$ cat src/rtl/mem_access_unit.sv
// mem_access_unit: load/store front end to data_mem with sub-word RMW and load extension.
// Define MAU_ALIGN_TRAP_EN to trap misaligned requests instead of force-aligning them.
module mem_access_unit #(
  parameter int WIDTH              = 32,
  parameter int DATA_MEM_ADDR_BITS = 32
) (
  input  logic                          clk,
  input  logic                          reset,
  input  logic                          req_valid,
  output logic                          req_ready,
  input  logic                          req_we,
  input  logic [1:0]                    req_size,
  input  logic                          req_unsigned,
  input  logic [WIDTH-1:0]              req_addr,
  input  logic [WIDTH-1:0]              req_wdata,
  output logic                          rsp_valid,
  input  logic                          rsp_ready,
  output logic [WIDTH-1:0]              rsp_rdata,
  output logic                          rsp_err,
  output logic                          mem_en,
  output logic                          mem_we,
  output logic [DATA_MEM_ADDR_BITS-1:0] mem_adr,
  output logic [WIDTH-1:0]              mem_wdata,
  input  logic [WIDTH-1:0]              mem_rdata
);
  typedef enum logic [1:0] {IDLE, RD, WR, RESP} state_t;
  state_t state_q, state_d;
  logic [WIDTH-1:0] addr_q, addr_d, wdata_q, wdata_d, rword_q, rword_d, rdata_q, rdata_d;
  logic [1:0] size_q, size_d;
  logic we_q, we_d, uns_q, uns_d, err_q, err_d;
  logic half, word, trap;
  logic [WIDTH-1:0] addr_al, ext, lane_mask, merged;
  logic [4:0] sh;
  logic [7:0] b;
  logic [15:0] h;

  assign word = req_size[1];
  assign half = req_size == 2'b01;
`ifdef MAU_ALIGN_TRAP_EN
  assign trap    = (half & req_addr[0]) | (word & |req_addr[1:0]);
  assign addr_al = req_addr;
`else
  assign trap    = 1'b0;
  assign addr_al = {req_addr[WIDTH-1:2], word ? 2'b00 : {req_addr[1], half ? 1'b0 : req_addr[0]}};
`endif

  // Big-endian lanes: offset 0 is the most significant lane, so shift by (3-offset) lanes.
  assign sh        = size_q == 2'b00 ? {~addr_q[1:0], 3'b000} : {~addr_q[1], 4'b0000};
  assign b         = 8'(mem_rdata >> sh);
  assign h         = 16'(mem_rdata >> sh);
  assign ext       = size_q[1] ? mem_rdata
                   : size_q[0] ? {{16{~uns_q & h[15]}}, h} : {{24{~uns_q & b[7]}}, b};
  assign lane_mask = size_q[0] ? 32'h0000_FFFF << sh : 32'h0000_00FF << sh;
  assign merged    = size_q[1] ? wdata_q : (rword_q & ~lane_mask) | ((wdata_q << sh) & lane_mask);

  always_comb begin
    state_d = state_q;
    addr_d  = addr_q;
    wdata_d = wdata_q;
    rword_d = rword_q;
    rdata_d = rdata_q;
    size_d  = size_q;
    we_d    = we_q;
    uns_d   = uns_q;
    err_d   = err_q;
    unique case (state_q)
      IDLE: if (req_valid) begin
        addr_d  = addr_al;
        wdata_d = req_wdata;
        size_d  = req_size;
        we_d    = req_we;
        uns_d   = req_unsigned;
        rdata_d = '0;
        err_d   = trap;
        state_d = trap ? RESP : (req_we & word) ? WR : RD;
      end
      RD: begin
        rword_d = mem_rdata;
        rdata_d = we_q ? '0 : ext;
        state_d = we_q ? WR : RESP;
      end
      WR:   state_d = RESP;
      RESP: state_d = rsp_ready ? IDLE : RESP;
      default: state_d = IDLE;
    endcase
  end

  always_ff @(posedge clk) begin
    if (reset) begin
      state_q <= IDLE;
      addr_q  <= '0;
      wdata_q <= '0;
      rword_q <= '0;
      rdata_q <= '0;
      size_q  <= '0;
      we_q    <= 1'b0;
      uns_q   <= 1'b0;
      err_q   <= 1'b0;
    end else begin
      state_q <= state_d;
      addr_q  <= addr_d;
      wdata_q <= wdata_d;
      rword_q <= rword_d;
      rdata_q <= rdata_d;
      size_q  <= size_d;
      we_q    <= we_d;
      uns_q   <= uns_d;
      err_q   <= err_d;
    end
  end

  assign req_ready = state_q == IDLE;
  assign rsp_valid = state_q == RESP;
  assign rsp_rdata = rdata_q;
  assign rsp_err   = err_q;
  assign mem_en    = (state_q == RD || state_q == WR) & ~reset;
  assign mem_we    = (state_q == WR) & ~reset;
  assign mem_adr   = DATA_MEM_ADDR_BITS'(addr_q >> 2);
  assign mem_wdata = state_q == WR ? merged : '0;
endmodule

$ cat config.mk
export PLATFORM = sky130hd
export DESIGN_NAME = mem_access_unit
export DESIGN_NICKNAME = d
export VERILOG_FILES = /design/src/rtl/mem_access_unit.sv
export SDC_FILE = /design/constraint.sdc
export NUM_CORES = 1
export LEC_CHECK = 0
export ABC_AREA = 1
export BUFFER_PORTS_ARGS = -buffer_cell sky130_fd_sc_hd__clkbuf_2
export CORE_UTILIZATION = 50
export DETAILED_ROUTE_END_ITERATION = 6
export HOLD_SLACK_MARGIN = 0.15
export PLACE_DENSITY = 0.79
export SETUP_SLACK_MARGIN = 0.02
export SLEW_MARGIN = 15
export SYNTH_ARGS = -nofsm -noshare
export SYNTH_HDL_FRONTEND = slang
export SYNTH_SLANG_ARGS = --single-unit
$ cat constraint.sdc
create_clock -name clk -period 1.8 [get_ports clk]
set_input_delay 0.09 -clock clk [delete_from_list [all_inputs] [get_ports clk]]
set_output_delay 0.09 -clock clk [all_outputs]
set_load 0.005 [all_outputs]
==> results of run 1 <==
## final timing paths
path	startpoint	to	slack (ns)	cells after the start
min	reset	rsp_rdata[31]$_SDFFE_PP0P_	0.27	3
min reg2reg	rsp_rdata[12]$_SDFFE_PP0P_	rsp_rdata[12]$_SDFFE_PP0P_	0.46	2
max reg2reg	addr_q[0]$_SDFFE_PP0P_	rsp_rdata[27]$_SDFFE_PP0P_	-0.07	11
max	addr_q[0]$_SDFFE_PP0P_	mem_wdata[13]	-0.32	8
## flip-flops by register name, summed over array words and instances (netlist names)
register and count:
we_q 1, rword_q 32, state_q 2, wdata_q 32, addr_q 32, size_q 2, rsp_rdata 32, uns_q 1
## cell usage in the layout (no fill, tap or decap), types with 4 or more instances in the layout
master / count
sky130_fd_sc_hd__a21oi_1: 125
sky130_fd_sc_hd__a21oi_2: 5
sky130_fd_sc_hd__a21oi_4: 4
sky130_fd_sc_hd__buf_12: 7
sky130_fd_sc_hd__buf_2: 11
sky130_fd_sc_hd__buf_4: 26
sky130_fd_sc_hd__buf_6: 4
sky130_fd_sc_hd__bufinv_16: 4
sky130_fd_sc_hd__clkbuf_16: 18
sky130_fd_sc_hd__clkbuf_2: 191
sky130_fd_sc_hd__clkinv_2: 5
sky130_fd_sc_hd__dfxtp_1: 128
sky130_fd_sc_hd__dfxtp_2: 5
sky130_fd_sc_hd__dlygate4sd3_1: 102
sky130_fd_sc_hd__inv_1: 69
sky130_fd_sc_hd__inv_2: 5
sky130_fd_sc_hd__mux2i_1: 7
sky130_fd_sc_hd__nand2_1: 113
sky130_fd_sc_hd__nand3_1: 12
sky130_fd_sc_hd__nor2_1: 126
sky130_fd_sc_hd__nor2_4: 4
sky130_fd_sc_hd__o2111ai_1: 4
sky130_fd_sc_hd__o211ai_1: 39
sky130_fd_sc_hd__o21ai_0: 113
sky130_fd_sc_hd__o21ai_1: 12
sky130_fd_sc_hd__o21ai_2: 7
sky130_fd_sc_hd__o21ai_4: 6
## cell type report
cell class	instances	share of cell area [%]
well taps	172	2.28
diodes	1	0.0265
multi-input cells	599	33.5
clock buffers	21	4.87
inverters	77	3.15
repair buffers	344	26.1
flip-flops and latches	134	28.5
clock inverters	10	1.61
## worst register-to-register path, delay by kind of cell (launching register included)
family | cells | cell delay (ns)
compound gates | 1 | 0.13
buf+inv | 2 | 0.26
flops | 1 | 0.33
simple gates | 8 | 1.07
## timing repair
item	CTS	global route
pin swaps	5	14
setup buffers	6	7
endpoints found under the setup margin	32	71
hold buffers	102	0
gates cloned	1	3
endpoints found under the hold margin	125	0
resized for setup	26	69
## power breakdown
| group | internal, W | switching, W |
|---|---|---|
| combinational | 0.00240 | 0.00379 |
| sequential | 0.00383 | 0.000546 |
| clock | 0.00237 | 0.00128 |
| total | 0.00860 | 0.00562 |
## through the flow
step	setup slack (ns)	instance area (sq um)	hold slack, ns	util [%]
CTS	-0.163	9170	0.236	73.0
global route	-0.380	9460	0.270	75.2
finish	-0.320	9460	0.270	75.2
floorplan	0.169	6420	0.225	-
detailed placement	0.0797	7380	0.342	58.7
global placement	0.173	7380	0.328	58.7
## cells by family after synthesis
family	share of synthesized area [%]
other cells	0.0585
simple gates	16.5
flops	41.8
compound gates	26.9
fa+ha+maj	0.781
mux	1.25
buf+inv	12.7
## metal layers
metal,up-vias,wire length (um),global-route usage (%)
li1,3512,-,-
met1,3446,8840,38.2
met2,574,11600,57.6
met3,179,2190,8.43
met4,0,1610,23.1
met5,-,0,0
==> impl_table.tex, run 1 <==
\begin{tabular}{lr}
\hline
Metric & Value \\
\hline
\multicolumn{2}{l}{\textbf{Outcome}} \\
\quad Outcome & finished, violations left \\
\quad Violated checks & DRC, setup timing \\
\multicolumn{2}{l}{\textbf{Synthesis}} \\
\quad Share of flip-flops with an asynchronous set or reset & 0\% \\
\quad Top cells by count, synth & sky130\_fd\_sc\_hd\_\_dfxtp\_1 (134), sky130\_fd\_sc\_hd\_\_a21oi\_1 (132), sky130\_fd\_sc\_hd\_\_nor2\_1 (129) \\
\quad Synthesized area & 6410 sq um \\
\quad Number of flops mapped to enable cells by yosys & 0 \\
\quad Synthesized instance count & 905 \\
\quad Top-count cell post-synth & sky130\_fd\_sc\_hd\_\_dfxtp\_1 \\
\quad Ys flop type & sky130\_fd\_sc\_hd\_\_dfxtp\_1 \\
\quad Synthesized area divided by synthesized cell count & 7.09 sq um \\
\quad Largest area contributor in the synthesized netlist & sky130\_fd\_sc\_hd\_\_dfxtp\_1 \\
\quad Distinct cell type count after synthesis & 29 \\
\quad Sequential fraction of the synthesis area & about two fifths \\
\quad Biggest area contributors in the synthesized netlist & sky130\_fd\_sc\_hd\_\_dfxtp\_1 (42\%), sky130\_fd\_sc\_hd\_\_a21oi\_1 (10\%), sky130\_fd\_sc\_hd\_\_o21ai\_0 (9.7\%) \\
\quad Synth Register Bits & $\sim$130 \\
\quad Area share of the largest cell type after synthesis & between 40\% and 50\% \\
\quad Number of warnings reported in the yosys synthesis log & 0 \\
\multicolumn{2}{l}{\textbf{Timing}} \\
\quad Unrepaired setup endpoints after global routing & yes \\
\quad Crit path setup slack, layout & -0.320 ns \\
\quad Worst slew pin tran & between 0.5 and 0.6 ns \\
\quad Final critical delay including setup and external delays & about 2.1 ns \\
\quad Headroom to the max-slew limit & approximately 65\% \\
\quad Share of the clock period used by the worst path & 118\% \\
\quad Setup Total Neg Slack & -6.35 ns \\
\quad Final count of pins violating max slew & 0 \\
\quad Final setup violation count & $\sim$50 \\
\quad Fmax & approximately 0.47 GHz \\
\quad Final worst clock skew & between 0.008 and 0.009 ns \\
\quad Final number of hold-violating endpoints & 0 \\
\multicolumn{2}{l}{\textbf{Worst setup path}} \\
\quad Classification of the worst setup path & reg -> out \\
\quad Required arrival time at the worst endpoint & 1.71 ns \\
\quad CP Buf/Inv Count & 3 \\
\quad Startpoint types & flop \\
\quad Category of the worst setup path capture point & output pin \\
\quad Library cell contributing the largest single delay on the critical path & sky130\_fd\_sc\_hd\_\_dfxtp\_2 \\
\quad Critical-path maximum fanout & 18 \\
\quad Cell repeated most along the worst path & sky130\_fd\_sc\_hd\_\_buf\_12 \\
\quad Largest stage delay, worst path & around 0.33 ns \\
\quad CP Cell Sequence & nor2\_4, nand2\_8, buf\_12, a21oi\_4, buf\_12, mux2i\_1, a21oi\_1, clkbuf\_2 \\
\quad CP arrival & approximately 2.0 ns \\
\quad Crit path max-delay family & buffers and inverters \\
\multicolumn{2}{l}{\textbf{Floorplanning}} \\
\quad Number of cell rows & a little over 40 \\
\quad Total Die Area & $\sim$13000 sq um \\
\quad Core ar. & 12600 sq um \\
\quad Die outline height & 115 um \\
\quad Starting density of the core & about half \\
\quad Number of I/O pins & roughly 210 \\
\quad Width of the die & between 100 and 150 um \\
\multicolumn{2}{l}{\textbf{Clock network}} \\
\quad Max Buffers Root-to-Sink & 2 \\
\quad Clock tree from TritonCTS & built \\
\quad H-tree level count & 4 \\
\quad Insertion delay of the later-clocked pin in the worst-skew pair & roughly 0.42 ns \\
\quad Total clock sinks & 134 \\
\quad CTS Buf Count & 17 \\
\quad Worst-path clk slew & roughly 0.060 ns \\
\quad Library cell used as clock root buffer & sky130\_fd\_sc\_hd\_\_clkbuf\_16 \\
\multicolumn{2}{l}{\textbf{Routing}} \\
\quad Routed wirelength normalized by instance count & 17.9 um \\
\quad Post-Route WL & about 24000 um \\
\quad Iter 0 DRT Violations & between 1000 and 1500 \\
\quad DRC errors left & 30 \\
\quad Detailed-routing iteration count for the pre-antenna-repair pass & 7 \\
\quad Via count & just under 8000 \\
\quad Per-cell via count in the routed design & 5.68 \\
\quad Number of routed nets with antenna violations & 0 \\
\multicolumn{2}{l}{\textbf{Placed design}} \\
\quad GPL Wtd Cong & 0.887 \\
\quad Cells after DPL & 1208 \\
\quad Count of buffers inserted at the top-level ports & 201 \\
\quad Final HPWL DP & $\sim$13000 um \\
\multicolumn{2}{l}{\textbf{Finish}} \\
\quad Area used by sequential logic in the layout & 2690 sq um \\
\quad Area added between synthesis and finish & 47.5\% \\
\quad Multi-input gate area in the final layout & between 3000 and 4000 sq um \\
\quad Layout Cells excl Fill & between 1000 and 1500 \\
\quad Share of cells above drive strength 1 & between 20\% and 30\% \\
\quad Number of nets in the finished design & roughly 1300 \\
\quad Filler Cells Inserted & roughly 880 \\
\multicolumn{2}{l}{\textbf{Hold path}} \\
\quad Class of the most critical hold timing path & in -> reg \\
\multicolumn{2}{l}{\textbf{Global route}} \\
\quad Maximum number of pins on one net before global-route repair & 61 \\
\quad Total global-route track usage & between 30 and 40\% \\
\quad Global-route congestion overflow total & 0 \\
\quad Via count of the first global-routing pass & just over 7000 \\
\quad Wire length of the first global-routing pass & between 30000 and 40000 um \\
\quad Antenna violations before repair & 1 \\
\multicolumn{2}{l}{\textbf{Power and ir drop}} \\
\quad Total design power & roughly 0.014 W \\
\quad Leak & around 4.3 nW \\
\quad Power Dens Cells & roughly 1500 nW/um\^{}2 \\
\quad Maximum vdd drop & around 0.0013 V \\
\multicolumn{2}{l}{\textbf{Run}} \\
\quad \# Max-Cap Violations & 0 \\
\hline
\end{tabular}
Power figures use the tool's default switching activity.
==> run 2: changes to the inputs <==
- PLACE_DENSITY: 0.79 -> not set
- PLACE_DENSITY_LB_ADDON: not set -> 0.3
==> impl_table.tex, run 2 (same netlist as run 1, synthesis figures left out) <==
\begin{tabular}{lr}
\hline
Metric & Value \\
\hline
\multicolumn{2}{l}{\textbf{Outcome}} \\
\quad Outcome & finished, violations left \\
\quad Violated checks & DRC, setup timing \\
\multicolumn{2}{l}{\textbf{Clock network}} \\
\quad Library cell used as clock root buffer & sky130\_fd\_sc\_hd\_\_clkbuf\_16 \\
\quad Total clock sinks & 134 (unchanged) \\
\quad Clock tree from TritonCTS & built \\
\quad Worst-path clk slew & 0.06 ns (about the same) \\
\quad H-tree level count & 4 (unchanged) \\
\quad Insertion delay of the later-clocked pin in the worst-skew pair & 0.42 ns (about the same) \\
\quad Max Buffers Root-to-Sink & 2 (unchanged) \\
\quad CTS Buf Count & 17 (unchanged) \\
\multicolumn{2}{l}{\textbf{Timing}} \\
\quad Final number of hold-violating endpoints & 0 (unchanged) \\
\quad Unrepaired setup endpoints after global routing & yes \\
\quad Final worst clock skew & 0.00694 ns (-0.00140 ns) \\
\quad Headroom to the max-slew limit & 64.7\% (-0.29 points) \\
\quad Final critical delay including setup and external delays & 2.07 ns (-0.0500 ns) \\
\quad Setup Total Neg Slack & -4.36 ns (+1.99 ns) \\
\quad Final count of pins violating max slew & 0 (unchanged) \\
\quad Share of the clock period used by the worst path & 115\% (-2.8 points) \\
\quad Final setup violation count & 30 (-39\%) \\
\quad Worst Hold Slack & 0.458 ns (+0.188 ns) \\
\quad Worst slew pin tran & 0.530 ns (+0.00430 ns) \\
\quad Crit path setup slack, layout & -0.270 ns (+0.0500 ns) \\
\quad Fmax & 0.483 GHz (+2.4\%) \\
\multicolumn{2}{l}{\textbf{Placed design}} \\
\quad Final HPWL DP & 13300 um (-0.73\%) \\
\quad GPL Wtd Cong & 0.889 (+0.33\%) \\
\quad Cells after DPL & 1207 (-0.083\%) \\
\quad Placement-stage worst setup slack & 0.110 ns (+0.0301 ns) \\
\quad Count of buffers inserted at the top-level ports & 201 (unchanged) \\
\multicolumn{2}{l}{\textbf{Floorplanning}} \\
\quad Starting density of the core & 51.0\% (unchanged) \\
\quad Width of the die & 115 um (unchanged) \\
\quad Total Die Area & 13300 sq um (unchanged) \\
\quad Die outline height & 115 um (unchanged) \\
\quad Number of I/O pins & 205 (unchanged) \\
\quad Core ar. & 12600 sq um (unchanged) \\
\quad Number of cell rows & 41 (unchanged) \\
\multicolumn{2}{l}{\textbf{Routing}} \\
\quad Iter 0 DRT Violations & 855 (-15\%) \\
\quad DRC errors left & 15 (-50\%) \\
\quad Detailed-routing iteration count for the pre-antenna-repair pass & 7 (unchanged) \\
\quad Number of routed nets with antenna violations & 0 (unchanged) \\
\quad Per-cell via count in the routed design & 5.51 (-2.9\%) \\
\quad Post-Route WL & 23000 um (-5.0\%) \\
\quad Routed wirelength normalized by instance count & 17.0 um (-5.0\%) \\
\quad Via count & 7487 (-2.9\%) \\
\multicolumn{2}{l}{\textbf{Worst setup path}} \\
\quad Slack of the worst reg-to-reg path & -0.07 ns (about the same) \\
\quad Startpoint types & flop \\
\quad CP arrival & 1.98 ns (-0.05 ns) \\
\quad Classification of the worst setup path & reg -> out \\
\quad Category of the worst setup path capture point & output pin \\
\quad Required arrival time at the worst endpoint & 1.71 ns (about the same) \\
\quad Worst R2R Start & addr\_q[0]\$\_SDFFE\_PP0P\_ \\
\quad Critical-path maximum fanout & 7 (-11) \\
\quad Number of cell instances on the worst register-to-register path & 10 (-1) \\
\quad Reg-to-reg endpoint & rsp\_rdata[10]\$\_SDFFE\_PP0P\_ \\
\quad Critical path destination & mem\_wdata[22] \\
\quad CP startpoint & size\_q[1]\$\_SDFFE\_PP0P\_ \\
\multicolumn{2}{l}{\textbf{Finish}} \\
\quad Layout Cells excl Fill & 1358 (unchanged) \\
\quad Most frequent standard cell in the layout excluding fill and tap cells & sky130\_fd\_sc\_hd\_\_clkbuf\_2 \\
\quad Number of nets in the finished design & 1281 (unchanged) \\
\quad Most used cells in the layout excluding fill and tap cells & sky130\_fd\_sc\_hd\_\_clkbuf\_2 (195), sky130\_fd\_sc\_hd\_\_dfxtp\_1 (128), sky130\_fd\_sc\_hd\_\_nor2\_1 (126) \\
\quad Share of cells above drive strength 1 & 27.8\% (+0.48 points) \\
\quad Area added between synthesis and finish & 47.9\% \\
\quad Diode insertion count for antenna repair & 0 (-1) \\
\multicolumn{2}{l}{\textbf{Power and ir drop}} \\
\quad Power Dens Cells & 1510 nW/um\^{}2 (+0.34\%) \\
\quad Maximum vdd drop & 0.00116 V (-10\%) \\
\quad Leak & 4.34 nW (+0.30\%) \\
\multicolumn{2}{l}{\textbf{Run}} \\
\quad \# Max-Cap Violations & 0 (unchanged) \\
\multicolumn{2}{l}{\textbf{Hold path}} \\
\quad Class of the most critical hold timing path & in -> reg \\
\multicolumn{2}{l}{\textbf{Global route}} \\
\quad Antenna violations before repair & 0 (-1) \\
\quad Maximum number of pins on one net before global-route repair & 61 (unchanged) \\
\quad Via count of the first global-routing pass & 7069 (-1.3\%) \\
\quad Wire length of the first global-routing pass & 33500 um (-3.3\%) \\
\quad Total global-route track usage & 32.9\% (-1.2 points) \\
\quad Global-route congestion overflow total & 0 (unchanged) \\
\hline
\end{tabular}
-- run 2: cell count changes in the layout (fill, tap and decap cells not counted), moves of 3 or more --
cell,before,now
sky130_fd_sc_hd__o21ai_1,12,16
sky130_fd_sc_hd__clkbuf_2,191,195
sky130_fd_sc_hd__buf_2,11,6
sky130_fd_sc_hd__nand2_2,2,15
sky130_fd_sc_hd__clkinv_2,5,2
sky130_fd_sc_hd__o21ai_4,6,0
sky130_fd_sc_hd__nand2_1,113,99
-- run 2: critical path: stages, from the launching register on --
cell and delay (ns):
sky130_fd_sc_hd__dfxtp_2 0.36, sky130_fd_sc_hd__inv_4 0.07, sky130_fd_sc_hd__nand2_8 0.08, sky130_fd_sc_hd__inv_4 0.05, sky130_fd_sc_hd__nor2_4 0.17, sky130_fd_sc_hd__clkinvlp_4 0.23, sky130_fd_sc_hd__o211ai_1 0.25, sky130_fd_sc_hd__o211ai_1 0.13
sky130_fd_sc_hd__inv_1 0.09, sky130_fd_sc_hd__buf_2 0.12
-- run 2: area by class of cell --
class                      count  area (sq um)
tap                          172           215
fill                         888          3080
clock buffer                  24           492
timing repair inverter         1          7.51
timing repair buffer         343          2480
sequential                   134          2690
inverter                      77           298
clock inverter                 8           168
multi-input combinational    599          3130
-- run 2: metal layers --
metal	vias to the layer above	GRT usage, %	wire length (um)
li1	3498	-	-
met1	3430	38.5	8920
met2	457	56.6	11200
met3	102	8.01	1970
met4	0	16.0	970
met5	-	0	0
-- run 2: report_power, final --
| part | total [W] | internal [W] | switching [W] | leakage (nW) |
|---|---|---|---|---|
| logic | 0.00611 | 0.00240 | 0.00371 | 2.91 |
| clock network | 0.00388 | 0.00260 | 0.00128 | 0.320 |
| registers | 0.00433 | 0.00383 | 0.000498 | 1.10 |
| total | 0.0143 | 0.00883 | 0.00549 | 4.34 |
-- run 2: how the worst min path moves through the flow --
stage / start / cells after the start / end
floorplan: mem_rdata[0] / 2 / rword_q[0]$_SDFFE_PP0P_
global placement: req_wdata[17] / 3 / wdata_q[17]$_SDFFE_PP0P_
detailed placement: req_wdata[17] / 3 / wdata_q[17]$_SDFFE_PP0P_
CTS: req_wdata[29] / 4 / wdata_q[29]$_SDFFE_PP0P_
global route: req_addr[8] / 4 / addr_q[8]$_SDFFE_PP0P_
finish: req_addr[8] / 4 / addr_q[8]$_SDFFE_PP0P_
-- run 2: stage by stage --
| step | util [%] | power [W] | instance area, sq um |
|---|---|---|---|
| floorplan | - | 0.00771 | 6420 |
| global placement | 58.4 | 0.00900 | 7350 |
| detailed placement | 58.4 | 0.00907 | 7350 |
| CTS | 73.5 | 0.0135 | 9240 |
| global route | 75.5 | 0.0151 | 9490 |
| finish | 75.5 | 0.0143 | 9490 |
-- run 2: repair_timing --
action,in CTS,in global routing
setup buffers,9,2
hold buffers,103,0
gates resized for setup,20,67
endpoints found under the hold margin,129,0
gates cloned,2,3
endpoints found under the setup margin,32,78
pin swaps,7,15
==> run 3: changes to the inputs <==
- REMOVE_ABC_BUFFERS: not set -> 1
==> impl_table.tex, run 3 (same netlist as run 1, synthesis figures left out) <==
\begin{tabular}{lr}
\hline
Metric & Value \\
\hline
\multicolumn{2}{l}{\textbf{Clock network}} \\
\quad Insertion delay of the later-clocked pin in the worst-skew pair & 0.42 ns (about the same) \\
\quad CTS Buf Count & 17 (unchanged) \\
\quad Max Buffers Root-to-Sink & 2 (unchanged) \\
\quad Clock tree from TritonCTS & built \\
\quad H-tree level count & 4 (unchanged) \\
\quad Library cell used as clock root buffer & sky130\_fd\_sc\_hd\_\_clkbuf\_16 \\
\quad Total clock sinks & 134 (unchanged) \\
\quad Worst-path clk slew & 0.06 ns (about the same) \\
\multicolumn{2}{l}{\textbf{Timing}} \\
\quad Crit path setup slack, layout & -0.244 ns (+0.0256 ns) \\
\quad Final setup violation count & 48 (+60\%) \\
\quad Final worst clock skew & 0.00865 ns (+0.00171 ns) \\
\quad Headroom to the max-slew limit & 64.5\% (-0.13 points) \\
\quad Fmax & 0.489 GHz (+1.3\%) \\
\quad Final number of hold-violating endpoints & 0 (unchanged) \\
\quad Final count of pins violating max slew & 0 (unchanged) \\
\quad Worst slew pin tran & 0.532 ns (+0.00192 ns) \\
\quad Final critical delay including setup and external delays & 2.04 ns (-0.0256 ns) \\
\quad Unrepaired setup endpoints after global routing & yes \\
\quad Share of the clock period used by the worst path & 114\% (-1.4 points) \\
\quad Setup Total Neg Slack & -7.21 ns (-2.85 ns) \\
\multicolumn{2}{l}{\textbf{Routing}} \\
\quad Routed wirelength normalized by instance count & 16.0 um (-5.9\%) \\
\quad Detailed-routing iteration count for the pre-antenna-repair pass & 5 (-2) \\
\quad Per-cell via count in the routed design & 5.37 (-2.6\%) \\
\quad Post-Route WL & 21900 um (-5.1\%) \\
\quad Via count & 7350 (-1.8\%) \\
\quad DRC errors left & 0 (-15) \\
\quad Number of routed nets with antenna violations & 0 (unchanged) \\
\quad Iter 0 DRT Violations & 709 (-17\%) \\
\multicolumn{2}{l}{\textbf{Placed design}} \\
\quad Count of buffers inserted at the top-level ports & 201 (unchanged) \\
\quad GPL Wtd Cong & 0.884 (-0.64\%) \\
\quad Cells after DPL & 1209 (+0.17\%) \\
\quad Area after detailed placement & 7430 sq um (+1.1\%) \\
\quad Final HPWL DP & 12100 um (-9.3\%) \\
\multicolumn{2}{l}{\textbf{Floorplanning}} \\
\quad Starting density of the core & 51.0\% (unchanged) \\
\quad Core ar. & 12600 sq um (unchanged) \\
\quad Total Die Area & 13300 sq um (unchanged) \\
\quad Number of I/O pins & 205 (unchanged) \\
\quad Width of the die & 115 um (unchanged) \\
\quad Number of cell rows & 41 (unchanged) \\
\quad Die outline height & 115 um (unchanged) \\
\multicolumn{2}{l}{\textbf{Worst setup path}} \\
\quad Largest stage delay, worst path & 0.34 ns (-0.02 ns) \\
\quad Library cell contributing the largest single delay on the critical path & sky130\_fd\_sc\_hd\_\_dfxtp\_2 \\
\quad Critical-path maximum fanout & 16 (+9) \\
\quad Slack of the worst reg-to-reg path & -0.16 ns (-0.09 ns) \\
\quad CP Cell Sequence & nor2\_4, nand2\_4, buf\_12, a21oi\_4, buf\_12, nand2\_1, o211ai\_1, o211ai\_1, inv\_1, clkbuf\_2 \\
\quad Category of the worst setup path capture point & output pin \\
\quad Reg-to-reg endpoint & rsp\_rdata[30]\$\_SDFFE\_PP0P\_ \\
\quad Number of cell instances on the worst register-to-register path & 13 (+3) \\
\quad CP arrival & 1.95 ns (-0.03 ns) \\
\quad Startpoint types & flop \\
\quad Classification of the worst setup path & reg -> out \\
\quad Worst R2R Start & addr\_q[0]\$\_SDFFE\_PP0P\_ \\
\quad Required arrival time at the worst endpoint & 1.71 ns (about the same) \\
\multicolumn{2}{l}{\textbf{Global route}} \\
\quad Via count of the first global-routing pass & 6695 (-5.3\%) \\
\quad Fraction of met3 tracks used by global routing & 6.75\% (-1.3 points) \\
\quad Wire length of the first global-routing pass & 32200 um (-3.9\%) \\
\quad Maximum number of pins on one net before global-route repair & 97 (+59\%) \\
\quad Layer with the highest usage & met2 \\
\quad Grt met1 use & 37.0\% (-1.5 points) \\
\quad Antenna violations before repair & 0 (unchanged) \\
\quad Total global-route track usage & 31.6\% (-1.4 points) \\
\quad Global-route congestion overflow total & 0 (unchanged) \\
\quad Met2 usage & 55.1\% (-1.4 points) \\
\multicolumn{2}{l}{\textbf{Power and ir drop}} \\
\quad Internal power contribution & 0.00887 W (+0.44\%) \\
\quad Sequential Power Share & 30.1\% (about the same) \\
\quad Maximum vdd drop & 0.00124 V (+6.9\%) \\
\quad Combinational fraction of design power & 44.3\% (+1.6 points) \\
\quad Switching part of the total power & 37.8\% (-0.57 points) \\
\quad Net Sw Power & 0.00538 W (-2.0\%) \\
\quad Clock power frac & 25.6\% (-1.5 points) \\
\quad Power Dens Cells & 1490 nW/um\^{}2 (-1.5\%) \\
\quad Leak & 4.39 nW (+1.2\%) \\
\multicolumn{2}{l}{\textbf{Hold path}} \\
\quad Class of the most critical hold timing path & in -> reg \\
\quad Hold EP & rword\_q[5]\$\_SDFFE\_PP0P\_ \\
\quad Hold\_sp & reset \\
\quad Hold-critical path depth & 5 (+1) \\
\multicolumn{2}{l}{\textbf{Finish}} \\
\quad Layout Cells excl Fill & 1369 (+0.81\%) \\
\quad Diode insertion count for antenna repair & 0 (unchanged) \\
\quad Most used cells in the layout excluding fill and tap cells & sky130\_fd\_sc\_hd\_\_clkbuf\_2 (193), sky130\_fd\_sc\_hd\_\_a21oi\_1 (128), sky130\_fd\_sc\_hd\_\_dfxtp\_1 (128) \\
\quad Most frequent standard cell in the layout excluding fill and tap cells & sky130\_fd\_sc\_hd\_\_clkbuf\_2 \\
\quad Area added between synthesis and finish & 49.5\% \\
\quad Share of cells above drive strength 1 & 27.7\% (-0.17 points) \\
\quad Post-route cell area & 9590 sq um (+1.1\%) \\
\quad Filler Cells Inserted & 903 (+1.7\%) \\
\quad Number of nets in the finished design & 1292 (+0.86\%) \\
\multicolumn{2}{l}{\textbf{Outcome}} \\
\quad Outcome & finished, violations left \\
\quad Violated checks & setup timing \\
\multicolumn{2}{l}{\textbf{Run}} \\
\quad \# Max-Cap Violations & 0 (unchanged) \\
\hline
\end{tabular}
-- run 3: per-layer routing --
layer  share of wire, %  vias up
met2                 49      362
met4                2.8        0
met3                6.9       60
met5                  0        -
met1                 41     3398
li1                   -     3530
-- run 3: worst max path at each step --
stage	from	endpoint	slack, ns	depth (start not counted)
2_1_floorplan	state_q[0]$_SDFFE_PP0P_	rsp_rdata[0]$_SDFFE_PP0P_	-0.96	7
6_report	addr_q[0]$_SDFFE_PP0P_	mem_wdata[31]	-0.24	10
3_3_place_gp	state_q[0]$_SDFFE_PP0P_	wdata_q[10]$_SDFFE_PP0P_	0.1	8
4_1_cts	addr_q[0]$_SDFFE_PP0P_	mem_wdata[8]	-0.20	8
5_1_grt	addr_q[0]$_SDFFE_PP0P_	mem_wdata[27]	-0.36	10
3_5_place_dp	state_q[0]$_SDFFE_PP0P_	wdata_q[25]$_SDFFE_PP0P_	0.03	8
-- run 3: stage by stage --
step / hold slack [ns] / setup slack, ns / util, % / power [W]
6_report: 0.193 / -0.244 / 76.3 / 0.0142
5_1_grt: 0.222 / -0.359 / 76.3 / 0.0151
4_1_cts: 0.197 / -0.197 / 74.2 / 0.0135
3_5_place_dp: 0.331 / 0.0330 / 59.1 / 0.00923
3_3_place_gp: 0.325 / 0.0964 / 59.1 / 0.00915
2_1_floorplan: 0.159 / -0.963 / - / 0.00717
-- run 3: timing repair --
action	4_1_cts	5_1_grt
gates cloned	3	2
gates resized for setup	16	70
hold endpoints to repair	133	0
endpoints found under the setup margin	32	119
hold buffers	110	0
setup buffers	8	5
pin swaps	7	13
-- run 3: area by class of cell --
cell class	count	area, sq um	share of cell area (%)
multi-input cells	599	3130	32.7
clock buffers	24	472	4.92
clock inverters	8	146	1.53
repair buffers	355	2640	27.5
well taps	172	215	2.24
flip-flops and latches	134	2690	28.1
inverters	77	293	3.05
-- run 3: worst max-delay path: cells and delay by family, from the launching register on --
kind | cells | cell delay [ns]
simple gates | 3 | 0.30
flops | 1 | 0.34
compound gates | 3 | 0.36
buf+inv | 4 | 0.53
-- run 3: power groups by stage --
stage	Combinational [W]	Clock, W	Sequential, W
detailed placement	0.00493	0	0.00430
global placement	0.00488	0	0.00427
global route	0.00694	0.00382	0.00436
finish	0.00632	0.00364	0.00429
floorplan	0.00288	0	0.00429
CTS	0.00560	0.00367	0.00424
